File: src/rtl/nibble_scan_mux_if.sv
// Data, control and display signals of the nibble scanner.
// The master side drives the inputs; the scanner attaches to the slave side.
interface nibble_scan_mux_if #(
  parameter int unsigned NIBBLES = 8,
  localparam int unsigned SELW   = $clog2(NIBBLES)
);
  logic [4*NIBBLES-1:0] datain;
  logic                 auto;
  logic [SELW-1:0]      sel;
  logic [NIBBLES-1:0]   blank;
  logic [3:0]           y;
  logic [NIBBLES-1:0]   an;
  logic [SELW-1:0]      idx;
  logic                 frame;

  modport master (
    output datain, auto, sel, blank,
    input  y, an, idx, frame
  );

  modport slave (
    input  datain, auto, sel, blank,
    output y, an, idx, frame
  );
endinterface

File: src/rtl/nibble_scan_mux.sv
// Registered nibble selector and multiplexed display scanner with a frame-latched
// shadow copy of the input word, so a scan frame never mixes old and new data.
module nibble_scan_mux #(
  parameter int unsigned NIBBLES = 8,
  parameter int unsigned DIV     = 50000,
  localparam int unsigned SELW   = $clog2(NIBBLES),
  localparam int unsigned PW     = (DIV > 1) ? $clog2(DIV) : 1
) (
  input logic              clk,
  input logic              rst,
  nibble_scan_mux_if.slave bus
);

  localparam logic [NIBBLES-1:0] OneHot0 = {{(NIBBLES-1){1'b0}}, 1'b1};

  logic [PW-1:0]          pcnt_q, pcnt_d;
  logic [SELW-1:0]        idx_q, idx_d;
  logic [4*NIBBLES-1:0]   shadow_q, shadow_d;
  logic [3:0]             y_q, y_d;
  logic [NIBBLES-1:0]     an_q, an_d;
  logic                   frame_q, frame_d;
  logic                   first_q;

  logic                   tick;
  logic                   last;
  logic [SELW-1:0]        sel_c;
  logic [4*NIBBLES-1:0]   src;

  always_comb begin
    tick     = (pcnt_q == PW'(DIV - 1));
    last     = (idx_q == SELW'(NIBBLES - 1));
    // Out-of-range manual indices fall back to nibble 0.
    sel_c    = ({1'b0, bus.sel} >= (SELW + 1)'(NIBBLES)) ? '0 : bus.sel;
    pcnt_d   = '0;
    idx_d    = idx_q;
    shadow_d = shadow_q;
    frame_d  = 1'b0;
    src      = shadow_q;

    if (bus.auto) begin
      pcnt_d = tick ? '0 : pcnt_q + PW'(1);
      if (tick) begin
        idx_d = last ? '0 : idx_q + SELW'(1);
      end
      frame_d = first_q || (tick && last);
      // A frame start reads the incoming word directly to avoid a cycle of lag.
      if (frame_d) begin
        shadow_d = bus.datain;
        src      = bus.datain;
      end
    end else begin
      idx_d    = sel_c;
      shadow_d = bus.datain;
      src      = bus.datain;
    end

    y_d  = src[idx_d*4 +: 4];
    an_d = bus.blank[idx_d] ? '1 : ~(OneHot0 << idx_d);
  end

  always_ff @(posedge clk or posedge rst) begin
    if (rst) begin
      pcnt_q   <= '0;
      idx_q    <= '0;
      shadow_q <= '0;
      y_q      <= '0;
      an_q     <= '1;
      frame_q  <= 1'b0;
      first_q  <= 1'b1;
    end else begin
      pcnt_q   <= pcnt_d;
      idx_q    <= idx_d;
      shadow_q <= shadow_d;
      y_q      <= y_d;
      an_q     <= an_d;
      frame_q  <= frame_d;
      first_q  <= 1'b0;
    end
  end

  assign bus.y     = y_q;
  assign bus.an    = an_q;
  assign bus.idx   = idx_q;
  assign bus.frame = frame_q;

endmodule

File: src/flat_wrapper.sv
// flat-port wrapper written by rule: the top's interface ports become plain ports
module nibble_scan_mux_flat 
#(
  parameter int unsigned NIBBLES = 8,
  parameter int unsigned DIV     = 50000,
  localparam int unsigned SELW   = $clog2(NIBBLES),
  localparam int unsigned PW     = (DIV > 1) ? $clog2(DIV) : 1
)
  (clk, rst, bus_datain, bus_auto, bus_sel, bus_blank, bus_y, bus_an, bus_idx, bus_frame);
  nibble_scan_mux_if #(.NIBBLES(NIBBLES)) bus_i ();
  input logic clk;
  input logic rst;
  input wire logic [$bits(bus_i.datain)-1:0] bus_datain;
  input wire logic [$bits(bus_i.auto)-1:0] bus_auto;
  input wire logic [$bits(bus_i.sel)-1:0] bus_sel;
  input wire logic [$bits(bus_i.blank)-1:0] bus_blank;
  output wire logic [$bits(bus_i.y)-1:0] bus_y;
  output wire logic [$bits(bus_i.an)-1:0] bus_an;
  output wire logic [$bits(bus_i.idx)-1:0] bus_idx;
  output wire logic [$bits(bus_i.frame)-1:0] bus_frame;
  assign bus_i.datain = bus_datain;
  assign bus_i.auto = bus_auto;
  assign bus_i.sel = bus_sel;
  assign bus_i.blank = bus_blank;
  assign bus_y = bus_i.y;
  assign bus_an = bus_i.an;
  assign bus_idx = bus_i.idx;
  assign bus_frame = bus_i.frame;
  nibble_scan_mux #(.NIBBLES(NIBBLES), .DIV(DIV)) u_core (.clk(clk), .rst(rst), .bus(bus_i));
endmodule
File: config.mk
export PLATFORM = sky130hd
export DESIGN_NAME = nibble_scan_mux_flat
export DESIGN_NICKNAME = d
export VERILOG_FILES = /design/src/rtl/nibble_scan_mux_if.sv /design/src/rtl/nibble_scan_mux.sv /design/src/flat_wrapper.sv
export SDC_FILE = /design/constraint.sdc
export NUM_CORES = 1
export LEC_CHECK = 0
export ABC_AREA = 1
export ABC_CLOCK_PERIOD_IN_PS = 2380
export CORE_MARGIN = 2
export CORE_UTILIZATION = 50
export DETAILED_ROUTE_END_ITERATION = 8
export GPL_ROUTABILITY_DRIVEN = 0
export GPL_TIMING_DRIVEN = 0
export HOLD_SLACK_MARGIN = 0.05
export PLACE_DENSITY_LB_ADDON = 0.05
export SYNTH_ARGS = -nofsm -noshare
export SYNTH_HDL_FRONTEND = slang
export SYNTH_SLANG_ARGS = --single-unit
File: constraint.sdc
create_clock -name clk -period 2.38 [get_ports clk]
set_input_delay 0.238 -clock clk [delete_from_list [all_inputs] [get_ports clk]]
set_output_delay 0.238 -clock clk [all_outputs]
set_load 0.01 [all_outputs]
==> results of run 1 <==
per-stage QoR:
step	TNS [ns]	power, mW	hold WS, ns	setup WS (ns)
6_report	0	2.763	0.3210	0.3312
2_1_floorplan	0	1.507	0.3673	0.5304
3_5_place_dp	0	1.719	0.4645	0.2766
4_1_cts	0	2.788	0.3317	0.3233
5_1_grt	0	2.903	0.3843	0.1246
3_3_place_gp	-35.36	1.704	0.4498	-0.6322
cell type report:
class,instances,area [µm²],area share (%)
Buffer,19,131.4,2.975
Clock buffer,11,151.4,3.428
Clock inverter,5,77.57,1.756
Inverter,62,232.7,5.269
Multi-Input combinational cell,293,1455,32.95
Sequential cell,65,1638,37.08
Tap cell,80,100.1,2.266
Timing Repair Buffer,62,630.6,14.28
cells by family after synthesis:
| group | Yosys count |
|---|---|
| and+or+nand+nor | 259 |
| DFF | 65 |
| buffers and inverters | 81 |
| adders and majority gates | 3 |
| xor gates and xnor gates | 3 |
| AOI/OAI and AO/OA | 27 |
| other | 1 |
sequential cells by signal, summed over array words and instances (netlist names):
register and count:
u_core.pcnt_q 16, u_core.first_q 1, u_core.bus.frame 1, u_core.bus.idx 3
u_core.bus.y 4, u_core.bus.an 8, u_core.shadow_q 32
power groups by stage:
stage	Sequential, mW	Combinational, mW	Clock (mW)
6_report	1.21	0.487	1.07
5_1_grt	1.22	0.547	1.14
3_5_place_dp	1.23	0.488	0
3_3_place_gp	1.23	0.475	0
2_1_floorplan	1.24	0.267	0
4_1_cts	1.21	0.491	1.09
layer usage:
layer	part of all wire [%]	wire length [µm]
met2	49	3931
met5	0	0
met1	44	3528
met4	2.2	173
met3	4.8	387
how the worst max path moves through the flow:
stage	from	to	slack (ns)	cells after the start
final	u_core.pcnt_q[0]	u_core.bus.y[3]	0.33	13
after global placement	rst	u_core.shadow_q[10]	-0.63	2
after global routing	u_core.pcnt_q[0]	u_core.bus.y[3]	0.12	13
after floorplan	rst	u_core.bus.frame	0.53	1
after detailed placement	bus_auto	u_core.bus.y[2]	0.28	10
after CTS	u_core.pcnt_q[0]	u_core.bus.y[3]	0.32	13
critical path: stages, from the launching register on:
cell     delay [ns]
dfrtp_1        0.38
ha_1           0.24
nand3_2        0.16
nor2_2         0.21
nand3_4        0.14
nand3_4        0.12
buf_4          0.21
nand2_1        0.08
nand3_1        0.09
nand2_1        0.08
nand2_1        0.07
nand2_1        0.06
nand2_1        0.05
nand2_1        0.06
cells in the final DEF, fill, tap and decap left out, types with 3 or more instances in the layout:
cell type and instances:
buf_2 6, dfrtp_1 56, clkdlybuf4s50_1 61, buf_6 6, a21oi_1 9, nor2_1 22, and2_1 16, o21ai_2 3
o21ai_1 3, nand2_2 4, nor2_2 5, nor3_1 3, nand2_1 143, inv_2 6, ha_1 3, clkbuf_8 11
nand3_2 3, inv_1 54, nand3_1 17, dfstp_2 9, clkbuf_1 5, o21ai_0 7, nand4_1 41
==> results.yml, run 1 <==
pwr:
  p_clk_share_pct: 38.6
  pwr-share-seq_pct: 43.8
  switching_share_pct: 25.72
  irDropWorstVdd_mv: 0.2947
  p_sw_uw: 710.7
  power_frac_comb_pct: 17.6
  internal-power_mw: 2.052
  leakage_nw: 2.212
  power.density_mw_per_mm2: 625.6
routing:
  via_per_inst: 5.070
  drt_iter0_drc: 106
  ant_nets: 0
  drc: 0
  dr.pass1.iters: 4
  num_vias: 3027
  wl_um: 8020
  detail_route.wl_per_cell_um: 13.43
grt:
  top_usage_layer: "met2"
  grt_pass1_vias: 2916
  grt_pass1_wl_um: 13320
  antenna_found_initial: 0
  globalRouteTotalUtil_pct: 23.04
  grtUsageMet3_pct: 3.412
  grt_start_max_net_pins: 35
  grt-ovfl-total: 0
  use_met2_pct: 37.54
  use_met1_pct: 30.09
critical_path:
  worstSetupEndpointType: "flop"
  path_max_fanout: 10
  reg2reg_depth: 13
  cp-start-kind: "flop"
  reg2reg_slack_ns: 0.33
  path_class: "reg -> reg"
  rr_startpoint: "u_core.pcnt_q[0]"
  critPathArrivalTime_ns: 2.28
  worstReg2RegEnd: "u_core.bus.y[3]"
  crit_required_ns: 2.61
timing:
  worst_pin_slew_ns: 0.6718
  fin_crit_ns: 2.049
  setup_viol: 0
  hold_violations: 0
  max_slew_margin_pct: 55.15
  fmax_ghz: 0.4881
  slew_violations: 0
  finalCritPeriodShare_pct: 86.08
  rsz0062_at_grt: "false"
  skew_ns: 0.007239
logic_synthesis:
  seq_area_frac_synth_pct: 47.38
  synth-async-reset-ratio_pct: 100.0
  synth_top_area_cell: "dfrtp_1"
  yosys.area_share.simple_pct: 35.54
  synth_edf_count: 0
  synth_fa_ha_area_share_pct: 1.086
  synth_top_family_by_area: "simple AND/OR/NAND/NOR gates"
  yosys_warnings: 0
  synth.top_cell.area_share_pct: 40.54
  yosysUniqueCellTypes: 32
  synthMuxAreaShare_pct: 0
  netlist_instances: 439
  synth-xor-area-share_pct: 0.7600
  synth-main-ff-cell: "dfrtp_1"
  syn_area_mm2: 0.003457
  syn_nets: 488
  avgSynthCellArea_um2: 7.875
  synth_compound_area_share_pct: 4.596
  synth-seq-cells: 65
  ys_top_cells_by_count: "143 x nand2_1, 56 x dfrtp_1, 55 x inv_1"
  synth.most_common_cell: "nand2_1"
  synthTopCellsByArea: "dfrtp_1 41%, nand2_1 16%, nand4_1 7.4%, dfstp_2 6.8%, inv_1 6.0%"
clock_network:
  tritoncts: "built"
  cts_buffers: 9
  cts-root-buf: "clkbuf_8"
  clk_pin_slew_ns: 0.07
  hold_buffers: 0
  cts_setup_buffers: 0
  clockBufferDepth: 2
  cts_resized: 0
  cts_sinks: 65
  htree_levels: 3
  insertion_delay_ns: 0.34
place:
  dpl.hpwl_um: 5828
  placed_cells: 581
  placed_area_mm2: 0.004188
  port-buffer-count: 61
layout:
  fillers: 574
  finish.utilization_pct: 65.37
  layout-drive-gt1-share_pct: 12.77
  fin_area_mm2: 0.004417
  diodes: 0
  final_nets: 561
  layout.cells.non_filler: 597
  area_delta_synth_final_pct: 27.76
floorplan:
  die_h_um: 87.15
  dieArea_mm2: 0.007595
  core_mm2: 0.006756
  io_pins: 62
  start_util_pct: 51.17
  rows: 30
  die_w_um: 87.15
flow_run:
  max_cap_viol_count: 0
outcome:
  status: "finished clean"
worst_hold_path:
  hold_class: "in -> async"
Power figures use the tool's default switching activity.
==> inputs of run 2 (changes only) <==
- CORE_MARGIN: 2 -> 3
==> run 2 against run 1 <==
Worst hold slack got worse by 0.076 ns. Register-to-register slack improved by 0.03 ns. Core utilization increased by 1.2 points. Clock power decreased by 27%. Non-clock buffer count unchanged. First-iteration DRC count increased by 47%. Via count increased by 0.53%. Clock skew increased by 0.0013 ns.
==> results.yml, run 2 (synthesized netlist as in run 1, its figures left out) <==
outcome:
  status: "finished clean"
clock_network:
  cts_setup_buffers: 0
  clockBufferDepth: 2
  clk_pin_slew_ns: 0.07
  cts-root-buf: "clkbuf_8"
  cts_resized: 0
  cts_buffers: 9
  hold_buffers: 0
  tritoncts: "built"
  htree_levels: 3
  insertion_delay_ns: 0.34
  cts_sinks: 65
critical_path:
  crit_required_ns: 2.66
  critPathArrivalTime_ns: 2.30
  reg2reg_depth: 14
  worstSetupEndpointType: "flop"
  rr_startpoint: "u_core.bus.idx[0]"
  crit_start: "u_core.bus.idx[0]"
  path_class: "reg -> reg"
  cp-start-kind: "flop"
  path_max_fanout: 10
timing:
  fin_ws_ns: 0.3579
  finalCritPeriodShare_pct: 84.96
  hold_violations: 0
  worst_pin_slew_ns: 0.5514
  setup_tns_ns: 0
  skew_ns: 0.008545
  setup_viol: 0
  fmax_ghz: 0.4945
  rsz0062_at_grt: "false"
  fin_crit_ns: 2.022
  max_slew_margin_pct: 63.24
  slew_violations: 0
grt:
  grt-ovfl-total: 0
  globalRouteTotalUtil_pct: 22.34
  grt_pass1_vias: 2927
  antenna_found_initial: 0
  grt_pass1_wl_um: 13500
  grt_start_max_net_pins: 44
floorplan:
  core_mm2: 0.006531
  rows: 29
  io_pins: 62
  dieArea_mm2: 0.007948
  die_h_um: 89.15
  die_w_um: 89.15
  start_util_pct: 52.93
layout:
  largest_register_ffs: 32
  area_delta_synth_final_pct: 25.73
  largest_register: "u_core.shadow_q"
  final_nets: 561
  mostFrequentLayoutCell: "nand2_1"
  layout-drive-gt1-share_pct: 12.19
  final_cell_mix: "143 x nand2_1, 61 x clkdlybuf4s50_1, 56 x dfrtp_1, 54 x inv_1, 41 x nand4_1"
  fin_area_mm2: 0.004347
  diodes: 0
  layout.cells.non_filler: 594
flow_run:
  max_cap_viol_count: 0
routing:
  num_vias: 3043
  ant_nets: 0
  drc: 0
  detail_route.wl_per_cell_um: 13.62
  drt_iter0_drc: 156
  dr.pass1.iters: 4
  wl_um: 8088
  via_per_inst: 5.123
place:
  pre_cts_slack_ns: 0.3048
  dpl.hpwl_um: 5835
  placed_area_mm2: 0.004192
  placed_cells: 578
  port-buffer-count: 61
pwr:
  irDropWorstVdd_mv: 0.4655
  p_total_mw: 2.482
  leakage_nw: 2.184
  power.density_mw_per_mm2: 571.1
worst_hold_path:
  hold_class: "in -> async"
-- run 2: cell types whose count changed in the layout (fill, tap and decap cells not counted) --
cell / change
buf_16: +1
clkbuf_8: -2
clkbuf_1: +3
clkinv_2: +2
buf_12: -1
clkinvlp_4: -1
bufinv_16: -2
-- run 2: layout make-up --
| cell class | count | area, µm² |
|---|---|---|
| fillers | 606 | 2185 |
| well taps | 77 | 96.34 |
| inverters | 62 | 232.7 |
| clock inverters | 4 | 20.02 |
| repair buffers | 62 | 638.1 |
| flip-flops and latches | 65 | 1638 |
| multi-input cells | 293 | 1455 |
| plain buffers | 19 | 131.4 |
| clock buffers | 12 | 135.1 |
-- run 2: metrics by stage --
step	hold WS [ns]	utilization, %
6_report	0.2451	66.55
4_1_cts	0.2520	66.55
5_1_grt	0.2989	66.55
3_3_place_gp	0.4521	63.75
3_5_place_dp	0.4569	64.18
2_1_floorplan	0.3673	-
-- run 2: report_power, final --
group          switching (mW)  internal (mW)
clock network           0.413          0.372
logic                   0.263          0.225
registers              0.0251           1.19
-- run 2: per-layer routing --
| layer | vias up | track usage (%) | wire length, µm |
|---|---|---|---|
| met2 | 68 | 37.51 | 4011 |
| met3 | 12 | 5.253 | 315 |
| met4 | 0 | 6.360 | 124 |
| met5 | - | 0 | 0 |
| met1 | 1422 | 28.93 | 3636 |
| li1 | 1541 | - | - |
-- run 2: worst max-delay path: stages (launching register included) --
cell and delay [ns]:
dfrtp_1 0.42, ha_1 0.21, ha_1 0.22, nor2_1 0.13
nand3_1 0.11, nand3_2 0.09, nand2_2 0.06, inv_2 0.17
buf_6 0.18, nand2_1 0.06, nand2_1 0.05, nand2_1 0.04
nand2_1 0.07, nand2_1 0.05, nand2_1 0.07
-- run 2: final timing paths --
check	end	slack, ns
worst max-delay path	u_core.bus.y[3]	0.36
worst min-delay path	u_core.pcnt_q[4]	0.25
worst max register to register	u_core.bus.y[3]	0.36
worst min register to register	u_core.pcnt_q[0]	0.46
max in group asynchronous	u_core.first_q	1.49
min in group clk	u_core.pcnt_q[0]	0.46
==> inputs of run 3 (changes only) <==
- ABC_CLOCK_PERIOD_IN_PS: 2380 -> 1800
- CORE_UTILIZATION: 50 -> 48
- clock period: 2.38 -> 1.8 ns (I/O delays scaled with it)
==> run 3 against run 2 <==
The flow now finishes with violations (setup timing). Non-clock buffer count up 35. Global-route usage up 0.84 points. Flip-flop and latch count unchanged. Sequential power rose by 33%. Sequential share of layout area fell by 5.1 points. Register-to-register slack got worse by 0.47 ns. Critical path depth grew 1. Final area up 16%. Count of clock-buffer cells in the layout rose by 1. Core utilization up 6.3 points. Worst hold slack improved by 0.0069 ns. Clock power is 61% higher. Critical endpoint is now u_core.bus.y[0].
==> results.yml, run 3 (synthesized netlist as in run 1, its figures left out) <==
outcome:
  status: "finished with violations"
  violations: "setup timing"
pwr:
  irDropWorstVdd_mv: 0.4486
  p_total_mw: 3.685
  power.density_mw_per_mm2: 732.0
  leakage_nw: 2.515
timing:
  fin_crit_ns: 1.909
  hold_violations: 0
  rsz0062_at_grt: "true"
  fmax_ghz: 0.5237
  setup_viol: 11
  finalCritPeriodShare_pct: 106.1
  fin_ws_ns: -0.1093
  hold_ws_ns: 0.2520
  slew_violations: 0
  max_slew_margin_pct: 55.87
  skew_ns: 0.01057
  worst_pin_slew_ns: 0.6610
layout:
  finish.utilization_pct: 72.88
  register_area_mm2: 0.001639
  diodes: 0
  area_delta_synth_final_pct: 45.60
  final_nets: 596
  fillers: 564
  largest_register_ffs: 32
  layout-drive-gt1-share_pct: 26.81
  mostFrequentLayoutCell: "nand2_1"
  largest_register: "u_core.shadow_q"
  final_cell_mix: "123 x nand2_1, 61 x clkdlybuf4s50_1, 55 x dfrtp_1, 50 x inv_1, 41 x nand4_1"
  layout.cells.non_filler: 648
  multiInputGateArea_mm2: 0.001693
critical_path:
  worstSetupEndpointType: "flop"
  reg2reg_depth: 15
  slowest_stage: "dfrtp_1"
  rr_startpoint: "u_core.bus.idx[1]"
  reg2reg_slack_ns: -0.11
  path_cells: "ha_2 -> ha_4 -> nor2_2 -> nand3_1 -> nand3_2 -> nand2_4 -> buf_8 -> buf_12 -> buf_6 -> nand3_2 -> nand2_1 -> nand2_1 -> nand2_1 -> nand2_1 -> nand2_1"
  path_max_fanout: 4
  crit_required_ns: 2.02
  critPathArrivalTime_ns: 2.13
  path_class: "reg -> reg"
  cp-start-kind: "flop"
  worstReg2RegEnd: "u_core.bus.y[0]"
  cp_common_cell: "nand2_1"
  slowest_delay_ns: 0.41
clock_network:
  tritoncts: "built"
  clockBufferDepth: 2
  insertion_delay_ns: 0.34
  cts_sinks: 65
  clk_pin_slew_ns: 0.08
  cts-root-buf: "clkbuf_8"
  htree_levels: 3
  cts_buffers: 9
grt:
  globalRouteTotalUtil_pct: 23.18
  grt-ovfl-total: 0
  grt_pass1_vias: 3173
  grt_pass1_wl_um: 15090
  antenna_found_initial: 0
  grt_start_max_net_pins: 37
routing:
  dr.pass1.iters: 5
  via_per_inst: 5.015
  drt_iter0_drc: 185
  detail_route.wl_per_cell_um: 14.90
  ant_nets: 0
  drc: 0
  num_vias: 3250
  wl_um: 9654
floorplan:
  io_pins: 62
  core_mm2: 0.006907
  die_w_um: 90.87
  start_util_pct: 50.05
  rows: 30
  dieArea_mm2: 0.008256
  die_h_um: 90.87
worst_hold_path:
  hold_class: "in -> async"
place:
  placed_cells: 597
  port-buffer-count: 61
  dpl.hpwl_um: 6011
flow_run:
  max_cap_viol_count: 0
==> run 3: through the flow <==
stage          setup TNS, ns  area [µm²]  setup WS (ns)
6_report             -0.6886        5034        -0.1093
5_1_grt               -2.020        5034        -0.2073
4_1_cts              -0.1822        4820       -0.07769
3_5_place_dp          -2.455        4210        -0.2092
3_3_place_gp          -71.41        4190         -1.156
2_1_floorplan              0        3460       0.008441
==> run 3: cell type report <==
class                   count  share of cell area [%]
flip-flops and latches     65                   32.56
well taps                  96                   2.386
repair buffers             97                   19.16
clock inverters             3                  0.7954
inverters                  62                   4.872
multi-input cells         293                   33.63
plain buffers              19                   3.430
clock buffers              13                   3.157
==> run 3: what timing repair did <==
item,CTS,global route
setup buffers,23,10
resized for setup,52,47
gates cloned,2,0
setup endpoints to repair,13,22
pin swaps,28,29
hold buffers,0,0
==> run 3: critical path, delay by kind of cell, from the launching register on <==
family / cells / cell delay, ns
adders and majority gates: 2 / 0.38
buffers and inverters: 3 / 0.37
DFF: 1 / 0.41
and+or+nand+nor: 10 / 0.63
==> run 3: where the power goes <==
group	switching (mW)	internal, mW	total (mW)
Clock	0.549	0.713	1.26
Combinational	0.417	0.400	0.817
Sequential	0.0391	1.57	1.61
==> run 3: routing by layer <==
layer	global-route usage [%]	part of all wire [%]	vias to the layer above
met5	0	0	-
met1	31.29	43	1521
met3	3.167	4.6	15
li1	-	-	1609
met4	9.171	1.6	0
met2	37.80	51	105
==> run 3: how the worst max path moves through the flow <==
stage	end	from	depth (start not counted)	slack (ns)
floorplan	u_core.bus.frame	rst	1	0.008
global placement	u_core.shadow_q[10]	rst	2	-1.16
detailed placement	u_core.bus.y[1]	bus_auto	10	-0.21
CTS	u_core.bus.y[0]	u_core.bus.idx[1]	15	-0.08
global route	u_core.bus.y[3]	u_core.pcnt_q[6]	15	-0.21
finish	u_core.bus.y[0]	u_core.bus.idx[1]	15	-0.11
